<file path="src/rtl/inst_fetch_if.sv">
// Fetch-stage bus bundle.
// Groups the instruction-memory port, the pipeline-control inputs coming
// back from later stages, and the IF/ID register outputs.
//   master : the fetch stage (drives mem_addr and the IF/ID outputs)
//   slave  : everything around it (memory, decode, branch unit)
interface inst_fetch_if #(
    parameter int AW = 8,
    parameter int DW = 16
);
    logic [AW-1:0] mem_addr;
    logic [DW-1:0] mem_data;
    logic          stall;
    logic          flush;
    logic          redirect_valid;
    logic [AW-1:0] redirect_pc;
    logic [DW-1:0] inst_out;
    logic [AW-1:0] pc_out;
    logic [AW-1:0] pc_plus1_out;
    logic          inst_valid;
    logic          halted;

    modport master (
        output mem_addr, inst_out, pc_out, pc_plus1_out, inst_valid, halted,
        input  mem_data, stall, flush, redirect_valid, redirect_pc
    );

    modport slave (
        input  mem_addr, inst_out, pc_out, pc_plus1_out, inst_valid, halted,
        output mem_data, stall, flush, redirect_valid, redirect_pc
    );
endinterface

</file>
<file path="src/rtl/inst_fetch.sv">
// Instruction fetch stage.
// Holds the PC, reads the combinational instruction memory at the PC and
// registers {word, PC, PC+1, valid} into IF/ID. Handles stall, flush and
// redirect from later stages and parks in HALT after fetching HALT_WORD.
// Ports:
//   clk  - clock, rising edge
//   rst  - synchronous active-high reset
//   bus  - inst_fetch_if.master: mem_addr/mem_data, stall, flush,
//          redirect_valid/redirect_pc, inst_out, pc_out, pc_plus1_out,
//          inst_valid, halted
module inst_fetch #(
    parameter int            AW        = 8,
    parameter int            DW        = 16,
    parameter logic [AW-1:0] RESET_PC  = '0,
    parameter logic [DW-1:0] HALT_WORD = '1
) (
    input  logic               clk,
    input  logic               rst,
    inst_fetch_if.master       bus
);
    typedef enum logic {RUN, HALT} state_t;

    typedef struct packed {
        logic [DW-1:0] inst;
        logic [AW-1:0] pc;
        logic [AW-1:0] pc1;
        logic          valid;
    } ifid_t;

    state_t        state_q, state_d;
    logic [AW-1:0] pc_q, pc_d;
    ifid_t         ifid_q, ifid_d;

    logic [AW-1:0] pc_inc;
    logic          is_halt;

    assign pc_inc  = pc_q + AW'(1);  // wraps mod 2^AW
    assign is_halt = (bus.mem_data == HALT_WORD);

    always_ff @(posedge clk) begin
        if (rst) begin
            state_q <= RUN;
            pc_q    <= RESET_PC;
            ifid_q  <= '0;
        end else begin
            state_q <= state_d;
            pc_q    <= pc_d;
            ifid_q  <= ifid_d;
        end
    end

    // Priority: redirect > flush > stall > normal.
    // A bubble clears inst/valid but keeps the last pc/pc1 fields.
    always_comb begin
        state_d = state_q;
        pc_d    = pc_q;
        ifid_d  = ifid_q;
        if (bus.redirect_valid) begin
            // Also leaves HALT: the halt word was on the wrong path.
            pc_d         = bus.redirect_pc;
            ifid_d.inst  = '0;
            ifid_d.valid = 1'b0;
            state_d      = RUN;
        end else if (bus.flush) begin
            ifid_d.inst  = '0;
            ifid_d.valid = 1'b0;
            // Unstalled flush in RUN still advances the PC and honours halt.
            if (!bus.stall && state_q == RUN) begin
                if (is_halt) state_d = HALT;
                else         pc_d    = pc_inc;
            end
        end else if (bus.stall) begin
            // hold everything
        end else if (state_q == RUN) begin
            ifid_d.inst  = bus.mem_data;
            ifid_d.pc    = pc_q;
            ifid_d.pc1   = pc_inc;
            ifid_d.valid = 1'b1;
            if (is_halt) state_d = HALT;
            else         pc_d    = pc_inc;
        end else begin
            ifid_d.inst  = '0;
            ifid_d.valid = 1'b0;
        end
    end

    assign bus.mem_addr     = pc_q;
    assign bus.inst_out     = ifid_q.inst;
    assign bus.pc_out       = ifid_q.pc;
    assign bus.pc_plus1_out = ifid_q.pc1;
    assign bus.inst_valid   = ifid_q.valid;
    assign bus.halted       = (state_q == HALT);
endmodule

</file>
<file path="src/flat_wrapper.sv">
// flat-port wrapper written by rule: the top's interface ports become plain ports
module inst_fetch_flat 
#(
    parameter int            AW        = 8,
    parameter int            DW        = 16,
    parameter logic [AW-1:0] RESET_PC  = '0,
    parameter logic [DW-1:0] HALT_WORD = '1
)
  (clk, rst, bus_mem_addr, bus_inst_out, bus_pc_out, bus_pc_plus1_out, bus_inst_valid, bus_halted, bus_mem_data, bus_stall, bus_flush, bus_redirect_valid, bus_redirect_pc);
  inst_fetch_if #(.AW(AW), .DW(DW)) bus_i ();
  input  logic clk;
  input  logic rst;
  output wire logic [$bits(bus_i.mem_addr)-1:0] bus_mem_addr;
  output wire logic [$bits(bus_i.inst_out)-1:0] bus_inst_out;
  output wire logic [$bits(bus_i.pc_out)-1:0] bus_pc_out;
  output wire logic [$bits(bus_i.pc_plus1_out)-1:0] bus_pc_plus1_out;
  output wire logic [$bits(bus_i.inst_valid)-1:0] bus_inst_valid;
  output wire logic [$bits(bus_i.halted)-1:0] bus_halted;
  input wire logic [$bits(bus_i.mem_data)-1:0] bus_mem_data;
  input wire logic [$bits(bus_i.stall)-1:0] bus_stall;
  input wire logic [$bits(bus_i.flush)-1:0] bus_flush;
  input wire logic [$bits(bus_i.redirect_valid)-1:0] bus_redirect_valid;
  input wire logic [$bits(bus_i.redirect_pc)-1:0] bus_redirect_pc;
  assign bus_mem_addr = bus_i.mem_addr;
  assign bus_inst_out = bus_i.inst_out;
  assign bus_pc_out = bus_i.pc_out;
  assign bus_pc_plus1_out = bus_i.pc_plus1_out;
  assign bus_inst_valid = bus_i.inst_valid;
  assign bus_halted = bus_i.halted;
  assign bus_i.mem_data = bus_mem_data;
  assign bus_i.stall = bus_stall;
  assign bus_i.flush = bus_flush;
  assign bus_i.redirect_valid = bus_redirect_valid;
  assign bus_i.redirect_pc = bus_redirect_pc;
  inst_fetch #(.AW(AW), .DW(DW), .RESET_PC(RESET_PC), .HALT_WORD(HALT_WORD)) u_core (.clk(clk), .rst(rst), .bus(bus_i));
endmodule
</file>
<file path="config.mk">
export PLATFORM = sky130hd
export DESIGN_NAME = inst_fetch_flat
export DESIGN_NICKNAME = d
export VERILOG_FILES = /design/src/rtl/inst_fetch_if.sv /design/src/rtl/inst_fetch.sv /design/src/flat_wrapper.sv
export SDC_FILE = /design/constraint.sdc
export NUM_CORES = 1
export LEC_CHECK = 0
export ABC_AREA = 1
export BUFFER_PORTS_ARGS = -buffer_cell sky130_fd_sc_hd__buf_4
export CAP_MARGIN = 25
export CORE_MARGIN = 2
export CORE_UTILIZATION = 35
export DETAILED_ROUTE_END_ITERATION = 10
export RECOVER_POWER = 100
export SLEW_MARGIN = 20
export SYNTH_ARGS = -nofsm -noshare
export SYNTH_HDL_FRONTEND = slang
export SYNTH_SLANG_ARGS = --single-unit
</file>
<file path="constraint.sdc">
create_clock -name clk -period 3.58 [get_ports clk]
set_input_delay 0.358 -clock clk [delete_from_list [all_inputs] [get_ports clk]]
set_output_delay 0.358 -clock clk [all_outputs]
set_load 0.01 [all_outputs]
</file>
== After elaboration in Yosys (flattened, before gate mapping) ==
Cells that the tools add are included.

* Flip-flop bits (word level): 42
* Word-level logic and storage cells: 39
* Input bits: 29

* Muxes and demuxes: 14
* Reduce and logical (&&, ||, !) cells: 7
* Bitwise gates (word level): 4
* Add/sub/neg operators: 1
* Equality and inequality tests: 7

{| class="wikitable"
|+ Operators by type and width
! operator !! number
|-
| 8-bit 2-to-1 mux || 6
|-
| 16-bit equality test, second input constant || 1
|-
| 16-bit 2-to-1 mux || 1
|-
| 8-bit by 1-bit adder with 8-bit output, second input constant || 1
|-
| 1-bit 2-to-1 mux || 7
|-
| 2-bit by 1-bit != test with 1-bit output, second input constant || 3
|-
| 3-bit by 1-bit != test with 1-bit output, second input constant || 2
|-
| 3-bit AND reduction || 2
|-
| 1-bit inverter || 4
|-
| 4-bit AND reduction || 1
|-
| 3-bit != test, second input constant || 1
|-
| 3-bit OR reduction || 1
|-
| 2-bit OR reduction || 1
|-
| 1-bit logical AND || 1
|-
| 1-bit zero test || 1
|}

== Logic depth before layout (Yosys ltp) ==
Gate-level depths: netlist of the first run.

* Depth after elaboration: 6
* Gate-level depth with buffers: 9

== Least setup slack after synthesis of the first run ==
Ideal clock, no wire load.

* Path type: register -> register
* Start point: reg u_core.pc_q[0] (netlist: u_core.bus.mem_addr[0])
* End point: reg u_core.pc_q[4] (netlist: u_core.bus.mem_addr[4])
* Data required time: 3.448 ns
* Setup slack: 2.309 ns
* Arrival time: 1.139 ns
* Cell stages (with the launch flop): 9
* Library setup time: 0.132 ns
* Cells stage by stage: dfxtp_1 -> ha_1 -> nand2_1 -> o21ai_0 -> nand2_1 -> nand2_1 -> nand2_1 -> nand2_1 -> a21oi_1

* Word-level cells in the longest chain between the ends: 6

{| class="wikitable"
|+ Ends and longest elaborated chain
! what !! line !! RTL
|-
| start, declared || inst_fetch.sv:31 || <nowiki>logic [AW-1:0] pc_q, pc_d;</nowiki>
|-
| start signal, assigned || inst_fetch.sv:47 || <nowiki>pc_q <= pc_d;</nowiki>
|-
| 8-bit by 1-bit adder with 8-bit output (*) || inst_fetch.sv:37 || <nowiki>assign pc_inc = pc_q + AW'(1);</nowiki>
|-
| 8-bit 2-to-1 mux (*) || inst_fetch.sv:69, inst_fetch.sv:79 ||
|-
| 8-bit 2-to-1 mux || inst_fetch.sv:74 || <nowiki>end else if (state_q == RUN) begin</nowiki>
|-
| 8-bit 2-to-1 mux || inst_fetch.sv:72 || <nowiki>end else if (bus.stall) begin</nowiki>
|-
| 8-bit 2-to-1 mux (*) || inst_fetch.sv:64 || <nowiki>end else if (bus.flush) begin</nowiki>
|-
| 8-bit 2-to-1 mux (*) || inst_fetch.sv:58 || <nowiki>if (bus.redirect_valid) begin</nowiki>
|}

Every way passes the cells marked *; elsewhere a longest branch is shown, timed or not. The select of a mux whose other input is x is not followed.
A chain may end at the register's enable or synchronous reset.

== Final worst setup path of the first run ==
* Start point: reg u_core.state_q (netlist: u_core.bus.halted)
* End point: reg u_core.pc_q[3] (netlist: u_core.bus.mem_addr[3])

* Word-level cells in the longest chain between the ends: 4

{| class="wikitable"
|+ Ends and longest elaborated chain
! what !! line !! RTL
|-
| start, declared || inst_fetch.sv:30 || <nowiki>state_t state_q, state_d;</nowiki>
|-
| start signal, assigned || inst_fetch.sv:46 || <nowiki>state_q <= state_d;</nowiki>
|-
| 1-bit inverter (no source line) || -- ||
|-
| 1-bit logical AND || inst_fetch.sv:68 || <nowiki>if (!bus.stall && state_q == RUN) begin</nowiki>
|-
| 3-bit by 1-bit != test with 1-bit output (no source line) || -- ||
|-
| 3-bit AND reduction (no source line) (*) || -- ||
|}

Every way passes the cells marked *; elsewhere a longest branch is shown, timed or not.

==> out/summary.txt, run 1 <==
========================================================================================
Run status                                                                  finished clean
Beginning of the worst hold path                                            bus_mem_data[11]
Cell area after placement                                                       2350 µm²
Clock net sink count                                                                  42
Power density normalized to cell area                                         416 nW/µm²
Die Y-Extent                                                                     75.8 µm
Met1 WL                                                                          2240 µm
Depth of the CTS H-tree                                                                2
Critical path launch point type                                                 register
Worst-Skew Late Latency                                                          0.30 ns
Wire length after detailed routing                                               4650 µm
Top-Level Pins                                                                        71
Cells resized by post-CTS repair                                                       0
Synthesized-area fraction occupied by xor and xnor cells                          0.486%
Final TNS setup                                                                     0 ns
Post-synth top area share                                                          46.6%
Largest vdd supply drop                                                         0.171 mV
Switching fraction of total power                                                  26.7%
Syn nets                                                                             279
CTS tree                                                                             yes
Clock-pin slew of the registers on the worst-case setup and hold paths           0.08 ns
Unique cell type count in the Yosys netlist                                           23
Nets                                                                                 346
Post-layout utilization of the core                                                44.8%
Number of pins exceeding their max-slew limit in the final report                      0
Initial DRC Count                                                                     44
Number of buffers added on ports                                                      70
Met2 routed WL                                                                   2070 µm
Minimum period implied by the final worst setup slack                            2.27 ns
Crit path arrival time                                                           2.49 ns
Portion of the clock cycle consumed by the worst path in the final layout          63.4%
Die Footprint                                                                   5740 µm²
Multiplexer share of the synthesized area                                         0.555%
DR vias/cell                                                                        4.66
Hold path cells                                                                        3
Area of the core                                                                5040 µm²
Routed length per instance                                                       12.0 µm
Slack of the worst reg-to-reg path                                               1.31 ns
Diodes inserted                                                                        0
Synthesized-area fraction occupied by and/or/nand/nor cells                        30.0%
Synth area leader                                                           sky130_fd_sc_hd__dfxtp_1
Final worst clock skew                                                        0.00746 ns
Area growth, synth to finish                                                       25.4%
Post-synthesis cell area                                                        1800 µm²
Cell row count                                                                        26
Leakage                                                                         0.936 nW
Number of endpoints with negative hold slack in the final report                       0
Post-CTS Hold Buffers                                                                  0
Area fraction in compound gates after synthesis                                    15.0%
Mean post-synth cell area                                                       7.24 µm²
Worst relative slew slack                                                          8.11%
Most frequent standard cell in the layout excluding fill and tap cells      sky130_fd_sc_hd__nand2_1
Initial cell density of the core                                                   35.8%
Internal power                                                                  0.689 mW
Top area cells in the synthesized netlist                                   sky130_fd_sc_hd__dfxtp_1, sky130_fd_sc_hd__nand2_1, sky130_fd_sc_hd__a21oi_1
Maximum number of pins on one net before global-route repair                          25
ANT nets after route                                                                   0
Weighted congestion at the end of routability-driven global placement              0.851
Source of the critical timing path                                          u_core.bus.halted
Met3 Wirelength                                                                   270 µm
Wire length of the first global-routing pass                                     7510 µm
Total clock buffers created by CTS                                                     5
Router iterations before antenna repair                                                4
Final count of negative-setup-slack endpoints                                          0
Sequential element share of the synthesized area                                   46.6%
Antenna violations before repair                                                       0
Number of vias after detailed routing                                               1805
Number of cells in the finished layout apart from fillers                            387
Residual overflow from global routing                                                  0
Worst-case clock buffer depth                                                          2
Library cell used as clock root buffer                                      sky130_fd_sc_hd__clkbuf_8
Half-perimeter wire length after detailed placement                              3450 µm
Most frequent cells in the layout                                           sky130_fd_sc_hd__nand2_1, sky130_fd_sc_hd__clkbuf_1, sky130_fd_sc_hd__dfxtp_1
Adder and majority cell fraction of the synthesized area                          0.694%
CP Capture Type                                                                 register
Seq pwr share                                                                      53.2%
Worst R2R Path Depth                                                                   5
RSZ-0062 raised after global routing                                                  no
Highest achievable clock rate                                                    440 MHz
Largest family of logic cells by synthesized area                           simple AND/OR/NAND/NOR gates
Vias in the first global route                                                      1689
Die outline width                                                                75.8 µm
All-Layer GR Usage                                                                 17.2%
Synthesized netlist cell count                                                       249
Synthesized flop and latch total                                                      42
Buffers inserted during post-CTS setup optimization                                    0
Highest metal layer with signal wires                                               met4
Pin slew with the least headroom to its limit                                    1.37 ns
Class of the worst hold path                                                      in2reg
Hold Worst Slack                                                                0.313 ns
Synth warnings                                                                         0
Placed instance count                                                                379
Power dissipated by switching net loads                                         0.251 mW
Number of max-cap violations                                                           0
Worst hold endpoint                                                         u_core.bus.inst_out[11]
Reg2reg start                                                               u_core.bus.halted
Final Cell Area                                                                 2260 µm²
Maximum fanout encountered on the critical timing path                                19
Data required time at the worst endpoint                                         3.80 ns
Relative contribution of the clock network to total power                          33.9%
RR Endpoint                                                                 u_core.bus.mem_addr[3]
Start-to-end type of the worst setup path                                        reg2reg
Proportion of layout cells with a drive suffix above 1                             12.3%
Combinational cell fraction of total power                                         12.9%
DR DRC count                                                                           0
========================================================================================
==> worst max-delay path by stage <==
stage / end / slack, ns / depth (start not counted)
6_report: u_core.bus.mem_addr[3] / 1.31 / 5
5_1_grt: u_core.bus.mem_addr[3] / 1.01 / 5
4_1_cts: u_core.bus.mem_addr[6] / 2.13 / 9
3_5_place_dp: u_core.bus.inst_out[1] / 1.94 / 4
3_3_place_gp: u_core.bus.inst_out[1] / 1.98 / 4
2_1_floorplan: u_core.bus.mem_addr[4] / 2.31 / 8
==> Yosys cell counts <==
cell / count
sky130_fd_sc_hd__nand2_1: 86
sky130_fd_sc_hd__dfxtp_1: 42
sky130_fd_sc_hd__a21oi_1: 31
sky130_fd_sc_hd__nor2_1: 24
sky130_fd_sc_hd__nand3_1: 14
sky130_fd_sc_hd__inv_1: 13
sky130_fd_sc_hd__o21ai_0: 13
sky130_fd_sc_hd__buf_2: 4
sky130_fd_sc_hd__o211ai_1: 3
sky130_fd_sc_hd__buf_4: 2
sky130_fd_sc_hd__buf_6: 2
sky130_fd_sc_hd__clkbuf_1: 2
sky130_fd_sc_hd__nand2_4: 2
sky130_fd_sc_hd__nor3_1: 2
sky130_fd_sc_hd__a31oi_1: 1
sky130_fd_sc_hd__clkinv_2: 1
sky130_fd_sc_hd__ha_1: 1
sky130_fd_sc_hd__mux2i_1: 1
sky130_fd_sc_hd__nand2_2: 1
sky130_fd_sc_hd__nor2_8: 1
sky130_fd_sc_hd__o21ai_1: 1
sky130_fd_sc_hd__o21ai_4: 1
sky130_fd_sc_hd__xor2_1: 1
==> per-layer routing <==
metal / up-vias / GRT usage, %
met5: - / 0
met4: 0 / 8.58
met3: 6 / 3.31
met2: 57 / 27.4
met1: 800 / 22.3
li1: 942 / -
==> layout make-up <==
cell class	instances	area (µm²)
Clock buffer	6	82.6
Timing Repair Buffer	70	364
Sequential cell	42	841
Inverter	14	53.8
Tap cell	70	87.6
Clock inverter	2	12.5
Fill cell	585	2780
Multi-Input combinational cell	183	820
==> worst max-delay path, cell delays in order (launching register included) <==
cell	delay [ns]
sky130_fd_sc_hd__dfxtp_1	0.33
sky130_fd_sc_hd__nor2_1	1.04
sky130_fd_sc_hd__o21ai_4	0.24
sky130_fd_sc_hd__nand2_1	0.36
sky130_fd_sc_hd__nand2_1	0.09
sky130_fd_sc_hd__a21oi_1	0.14
==> registers in the layout (all words and copies together) (netlist names) <==
register                 count
u_core.bus.pc_plus1_out      8
u_core.bus.pc_out            8
u_core.bus.inst_out         16
u_core.bus.inst_valid        1
u_core.bus.mem_addr          8
u_core.bus.halted            1
==> per-stage QoR <==
stage	setup slack, ns	power, mW
3_3_place_gp	1.98	0.650
3_5_place_dp	1.94	0.651
6_report	1.31	0.940
2_1_floorplan	2.31	0.583
4_1_cts	2.13	0.968
5_1_grt	1.01	0.989
==> power groups by stage <==
stage          Combinational, mW  Clock (mW)  Sequential, mW
2_1_floorplan             0.0662           0           0.517
3_3_place_gp               0.138           0           0.512
4_1_cts                    0.139       0.328           0.501
6_report                   0.121       0.319           0.501
3_5_place_dp               0.139           0           0.512
5_1_grt                    0.139       0.347           0.503
==> kinds of logic after synthesis <==
group / after synthesis
flops: 42
buf+inv: 24
xor+xnor: 1
compound gates: 50
simple gates: 130
fa+ha+maj: 1
mux: 1
No activity file was read; power rests on OpenSTA's default activity.
==> run 2: changes to the inputs <==
==> constraint.sdc (replaced) <==
create_clock -name clk -period 2 [get_ports clk]
set_input_delay 0.2 -clock clk [delete_from_list [all_inputs] [get_ports clk]]
set_output_delay 0.2 -clock clk [all_outputs]
set_load 0.01 [all_outputs]
==> out/summary.txt, run 2 (synthesis gave the netlist of run 1 again) <==
========================================================================================
Run status                                                                  finished clean
Area growth, synth to finish                                                       25.7%
RR Endpoint                                                                 u_core.bus.mem_addr[1]
Minimum period implied by the final worst setup slack                            1.63 ns   -0.639 ns
Number of vias after detailed routing                                               1804   -0.055%
CTS tree                                                                             yes
Die Y-Extent                                                                     75.8 µm   unchanged
CP Capture Type                                                                 register
Number of max-cap violations                                                           0   unchanged
Worst-case clock buffer depth                                                          2   unchanged
Wire length of the first global-routing pass                                     7620 µm   +1.5%
Final Cell Area                                                                 2270 µm²   +0.22%
Library cell used as clock root buffer                                      sky130_fd_sc_hd__clkbuf_8
Post-layout utilization of the core                                                44.9%   +0.099 points
Wire length after detailed routing                                               4700 µm   +1.1%
DR vias/cell                                                                        4.65   -0.31%
Initial cell density of the core                                                   35.8%   unchanged
Cell area after placement                                                       2360 µm²   +0.32%
Area of the core                                                                5040 µm²   unchanged
Max FFs per register                                                                  16   unchanged
DR DRC count                                                                           0   unchanged
Hold Worst Slack                                                                0.155 ns   -0.158 ns
Post-CTS Hold Buffers                                                                  0   unchanged
Final worst clock skew                                                        0.00546 ns   -0.00200 ns
Proportion of layout cells with a drive suffix above 1                             12.3%   -0.039 points
Die outline width                                                                75.8 µm   unchanged
Critical Path Sink                                                          u_core.bus.mem_addr[1]
RSZ-0062 raised after global routing                                                  no
Fillers                                                                              584   -0.17%
Number of pins exceeding their max-slew limit in the final report                      0   unchanged
Diodes inserted                                                                        0   unchanged
Reg2reg start                                                               u_core.bus.halted
Antenna violations before repair                                                       0   unchanged
Setup WS post-layout                                                            0.368 ns   -0.941 ns
Final TNS setup                                                                     0 ns   unchanged
Initial DRC Count                                                                     59   +34%
Worst relative slew slack                                                          60.2%   +52 points
Most frequent standard cell in the layout excluding fill and tap cells      sky130_fd_sc_hd__nand2_1
Number of buffers added on ports                                                      70   unchanged
Residual overflow from global routing                                                  0   unchanged
Total power draw                                                                 1.69 mW   +79%
Portion of the clock cycle consumed by the worst path in the final layout          81.6%   +18 points
Nets                                                                                 347   +0.29%
Start-to-end type of the worst setup path                                        reg2reg
Leakage                                                                         0.936 nW   about the same
Half-perimeter wire length after detailed placement                              3460 µm   +0.38%
Largest vdd supply drop                                                         0.376 mV   +120%
Number of endpoints with negative hold slack in the final report                       0   unchanged
Routed length per instance                                                       12.1 µm   +0.79%
Maximum fanout encountered on the critical timing path                                19   unchanged
Pin slew with the least headroom to its limit                                   0.594 ns   -0.780 ns
Worst setup timing slack at the placement stage                                 0.570 ns   -1.37 ns
Most frequent cells in the layout                                           sky130_fd_sc_hd__nand2_1, sky130_fd_sc_hd__clkbuf_1, sky130_fd_sc_hd__dfxtp_1
Buffers inserted during post-CTS setup optimization                                    0   unchanged
Number of cells in the finished layout apart from fillers                            388   +0.26%
Data required time at the worst endpoint                                         2.20 ns   -1.60 ns
Placed instance count                                                                380   +0.26%
Clock net sink count                                                                  42   unchanged
Worst-Skew Late Latency                                                          0.30 ns   about the same
Critical path launch point type                                                 register
Die Footprint                                                                   5740 µm²   unchanged
Clock-pin slew of the registers on the worst-case setup and hold paths           0.08 ns   about the same
Weighted congestion at the end of routability-driven global placement              0.858   +0.75%
Vias in the first global route                                                      1632   -3.4%
Maximum number of pins on one net before global-route repair                          25   unchanged
Class of the worst hold path                                                      in2reg
Source of the critical timing path                                          u_core.bus.halted
Depth of the CTS H-tree                                                                2   unchanged
Power density normalized to cell area                                         745 nW/µm²   +79%
Final count of negative-setup-slack endpoints                                          0   unchanged
Router iterations before antenna repair                                                4   unchanged
Highest achievable clock rate                                                    613 MHz   +39%
Slack of the worst reg-to-reg path                                               0.37 ns   -0.94 ns
Total clock buffers created by CTS                                                     5   unchanged
Crit path arrival time                                                           1.83 ns   -0.66 ns
Cells resized by post-CTS repair                                                       0   unchanged
Worst R2R Path Depth                                                                   5   unchanged
Top-Level Pins                                                                        71   unchanged
ANT nets after route                                                                   0   unchanged
Cell row count                                                                        26   unchanged
All-Layer GR Usage                                                                 17.7%   +0.43 points
========================================================================================
run 2: cell count changes in the layout (fill, tap and decap cells not counted):
cell / delta
sky130_fd_sc_hd__o21ai_4: -1
sky130_fd_sc_hd__o21ai_1: +1
sky130_fd_sc_hd__nand2_1: +1
sky130_fd_sc_hd__nand2_4: -1
sky130_fd_sc_hd__nor2_8: +1
sky130_fd_sc_hd__nor2_1: -1
sky130_fd_sc_hd__clkbuf_4: +1
run 2: final cells by class:
class / instances / area (µm²) / area share, %
clock buffers: 6 / 82.6 / 3.64
flip-flops and latches: 42 / 841 / 37.1
clock inverters: 2 / 12.5 / 0.552
well taps: 70 / 87.6 / 3.87
inverters: 14 / 53.8 / 2.37
repair buffers: 71 / 372 / 16.4
multi-input cells: 183 / 817 / 36.1
run 2: metal layers:
| layer | vias up | global-route usage (%) | wire [µm] |
|---|---|---|---|
| met5 | - | 0 | 0 |
| met4 | 0 | 5.26 | 44 |
| met3 | 5 | 5.56 | 357 |
| met2 | 63 | 29.3 | 2150 |
| met1 | 794 | 21.9 | 2140 |
| li1 | 942 | - | - |
run 2: worst min path at each step:
stage                                 startpoint  cells after the start                      end  slack, ns
final                            bus_mem_data[2]                      3   u_core.bus.inst_out[2]       0.15
after global routing             bus_mem_data[2]                      3   u_core.bus.inst_out[2]       0.16
after CTS                        bus_mem_data[4]                      3   u_core.bus.inst_out[4]       0.15
after detailed placement  u_core.bus.inst_out[0]                      2   u_core.bus.inst_out[0]       0.46
after global placement    u_core.bus.inst_out[0]                      2   u_core.bus.inst_out[0]       0.45
after floorplan                 bus_mem_data[15]                      2  u_core.bus.inst_out[15]       0.34
run 2: where the power goes:
part           leakage, nW  switching (mW)  total (mW)  internal [mW]
registers            0.342          0.0271       0.895          0.868
logic                0.546           0.130       0.219         0.0884
clock network       0.0472           0.296       0.573          0.277
total                0.936           0.453        1.69           1.23
run 2: critical path: stages (launching register included):
cell and delay, ns:
sky130_fd_sc_hd__dfxtp_1 0.45, sky130_fd_sc_hd__nor2_8 0.11, sky130_fd_sc_hd__o21ai_1 0.34, sky130_fd_sc_hd__nand2_1 0.39
sky130_fd_sc_hd__nor2_1 0.17, sky130_fd_sc_hd__nor2_1 0.06
==> run 3: changes to the inputs <==
==> constraint.sdc (replaced) <==
create_clock -name clk -period 1.7 [get_ports clk]
set_input_delay 0.17 -clock clk [delete_from_list [all_inputs] [get_ports clk]]
set_output_delay 0.17 -clock clk [all_outputs]
set_load 0.01 [all_outputs]
==> out/summary.txt, run 3 (synthesis gave the netlist of run 1 again) <==
========================================================================================
Run status                                                                  finished clean
Half-perimeter wire length after detailed placement                              3430 µm   -0.84%
Most frequent standard cell in the layout excluding fill and tap cells      sky130_fd_sc_hd__nand2_1
All-Layer GR Usage                                                                 17.6%   -0.079 points
Worst-case clock buffer depth                                                          2   unchanged
Power density normalized to cell area                                         905 nW/µm²   +22%
DR DRC count                                                                           0   unchanged
Start-to-end type of the worst setup path                                        reg2reg
Portion of the clock cycle consumed by the worst path in the final layout          84.8%   +3.2 points
Slack of the worst reg-to-reg path                                               0.26 ns   -0.11 ns
Top-Level Pins                                                                        71   unchanged
Residual overflow from global routing                                                  0   unchanged
Fillers                                                                              577   -1.2%
Initial cell density of the core                                                   35.8%   unchanged
Kind of cell adding the most delay to the critical path                     simple AND/OR/NAND/NOR gates
Final TNS setup                                                                     0 ns   unchanged
Die Footprint                                                                   5740 µm²   unchanged
Combined area of the multi-input logic cells                                     828 µm²   +1.4%
Die outline width                                                                75.8 µm   unchanged
Post-CTS Hold Buffers                                                                  0   unchanged
ANT nets after route                                                                   0   unchanged
Number of buffers added on ports                                                      70   unchanged
Register cell area after layout                                                  841 µm²   unchanged
Slowest CP cell                                                             sky130_fd_sc_hd__dfxtp_1
Nets                                                                                 350   +0.86%
Crit path arrival time                                                           1.67 ns   -0.16 ns
Area of the core                                                                5040 µm²   unchanged
Buffers inserted during post-CTS setup optimization                                    0   unchanged
CTS tree                                                                             yes
Worst-Skew Late Latency                                                          0.29 ns   about the same
Number of pins exceeding their max-slew limit in the final report                      0   unchanged
Worst relative slew slack                                                          70.0%   +9.9 points
Largest vdd supply drop                                                         0.363 mV   -3.5%
Final worst clock skew                                                        0.00532 ns   -0.000132 ns
Maximum number of pins on one net before global-route repair                          25   unchanged
Wire length after detailed routing                                               4670 µm   -0.53%
Highest cell delay on the worst timing path                                      0.40 ns   -0.05 ns
Area growth, synth to finish                                                       28.0%
Weighted congestion at the end of routability-driven global placement              0.827   -3.6%
DR vias/cell                                                                        4.57   -1.7%
Total clock buffers created by CTS                                                     5   unchanged
Cell row count                                                                        26   unchanged
Pin slew with the least headroom to its limit                                   0.449 ns   -0.144 ns
Cells along the critical path                                               clkbuf_1 > inv_1 > nor2_1 > nand2_1 > nand2_1 > nand3_1 > nand2_1 > nand2_1 > a21oi_1
Leakage                                                                         0.960 nW   +2.6%
Router iterations before antenna repair                                                4   unchanged
Most frequent cells in the layout                                           sky130_fd_sc_hd__nand2_1, sky130_fd_sc_hd__clkbuf_1, sky130_fd_sc_hd__dfxtp_1
Crit path buf inv count                                                                2   +2
Diodes inserted                                                                        0   unchanged
Most Frequent Cell on Critical Path                                         sky130_fd_sc_hd__nand2_1
Proportion of layout cells with a drive suffix above 1                             12.8%   +0.51 points
Cells resized by post-CTS repair                                                       0   unchanged
Maximum fanout encountered on the critical timing path                                 4   -15
Vias in the first global route                                                      1653   +1.3%
Clock-pin slew of the registers on the worst-case setup and hold paths           0.08 ns   about the same
Total power draw                                                                 2.09 mW   +24%
Number of vias after detailed routing                                               1787   -0.94%
Highest achievable clock rate                                                    694 MHz   +13%
Library cell used as clock root buffer                                      sky130_fd_sc_hd__clkbuf_8
Wire length of the first global-routing pass                                     7650 µm   +0.28%
Post-layout utilization of the core                                                45.8%   +0.82 points
RSZ-0062 raised after global routing                                                  no
Depth of the CTS H-tree                                                                2   unchanged
CP Capture Type                                                                 register
Routed length per instance                                                       11.9 µm   -1.3%
Antenna violations before repair                                                       0   unchanged
Class of the worst hold path                                                      in2reg
Final count of negative-setup-slack endpoints                                          0   unchanged
Minimum period implied by the final worst setup slack                            1.44 ns   -0.190 ns
Data required time at the worst endpoint                                         1.92 ns   -0.28 ns
Number of endpoints with negative hold slack in the final report                       0   unchanged
Initial DRC Count                                                                     43   -27%
Clock net sink count                                                                  42   unchanged
Max FFs per register                                                                  16   unchanged
Number of max-cap violations                                                           0   unchanged
Critical path launch point type                                                 register
Die Y-Extent                                                                     75.8 µm   unchanged
========================================================================================
==> run 3: power by group <==
group | switching (mW) | total [mW] | internal [mW]
logic | 0.155 | 0.264 | 0.109
clock network | 0.333 | 0.772 | 0.440
registers | 0.0305 | 1.05 | 1.02
==> run 3: worst min-delay path, delay by kind of cell <==
family	cells	cell delay (ns)
compound gates	1	0.05
buf+inv	1	0.11
simple gates	1	0.05
==> run 3: area by class of cell <==
class,count,area share (%)
Sequential cell,42,36.4
Multi-Input combinational cell,183,35.9
Timing Repair Buffer,74,16.9
Tap cell,70,3.80
Clock buffer,7,3.31
Inverter,14,2.33
Clock inverter,1,1.30
==> run 3: per-stage QoR <==
step	hold slack, ns	cells	setup slack [ns]	instance area [µm²]
finish	0.129	391	0.258	2310
global route	0.133	391	0.114	2310
CTS	0.125	391	0.350	2490
detailed placement	0.440	383	0.357	2380
global placement	0.433	383	0.362	2380
floorplan	0.313	249	0.429	1800
==> run 3: worst paths after layout <==
kind,endpoint,start,cells past startpoint
setup / recovery,u_core.bus.mem_addr[7],u_core.bus.mem_addr[0],9
setup reg to reg,u_core.bus.mem_addr[7],u_core.bus.mem_addr[0],9
hold / removal,u_core.bus.inst_out[2],bus_mem_data[2],3
hold reg to reg,u_core.bus.inst_out[0],u_core.bus.inst_out[0],2
==> run 3: layer usage <==
layer	wire length, µm	global-route usage, %	vias to the layer above
li1	-	-	945
met1	2120	21.4	773
met2	2160	30.1	62
met3	321	3.70	7
met4	74	7.02	0
met5	0	0	-
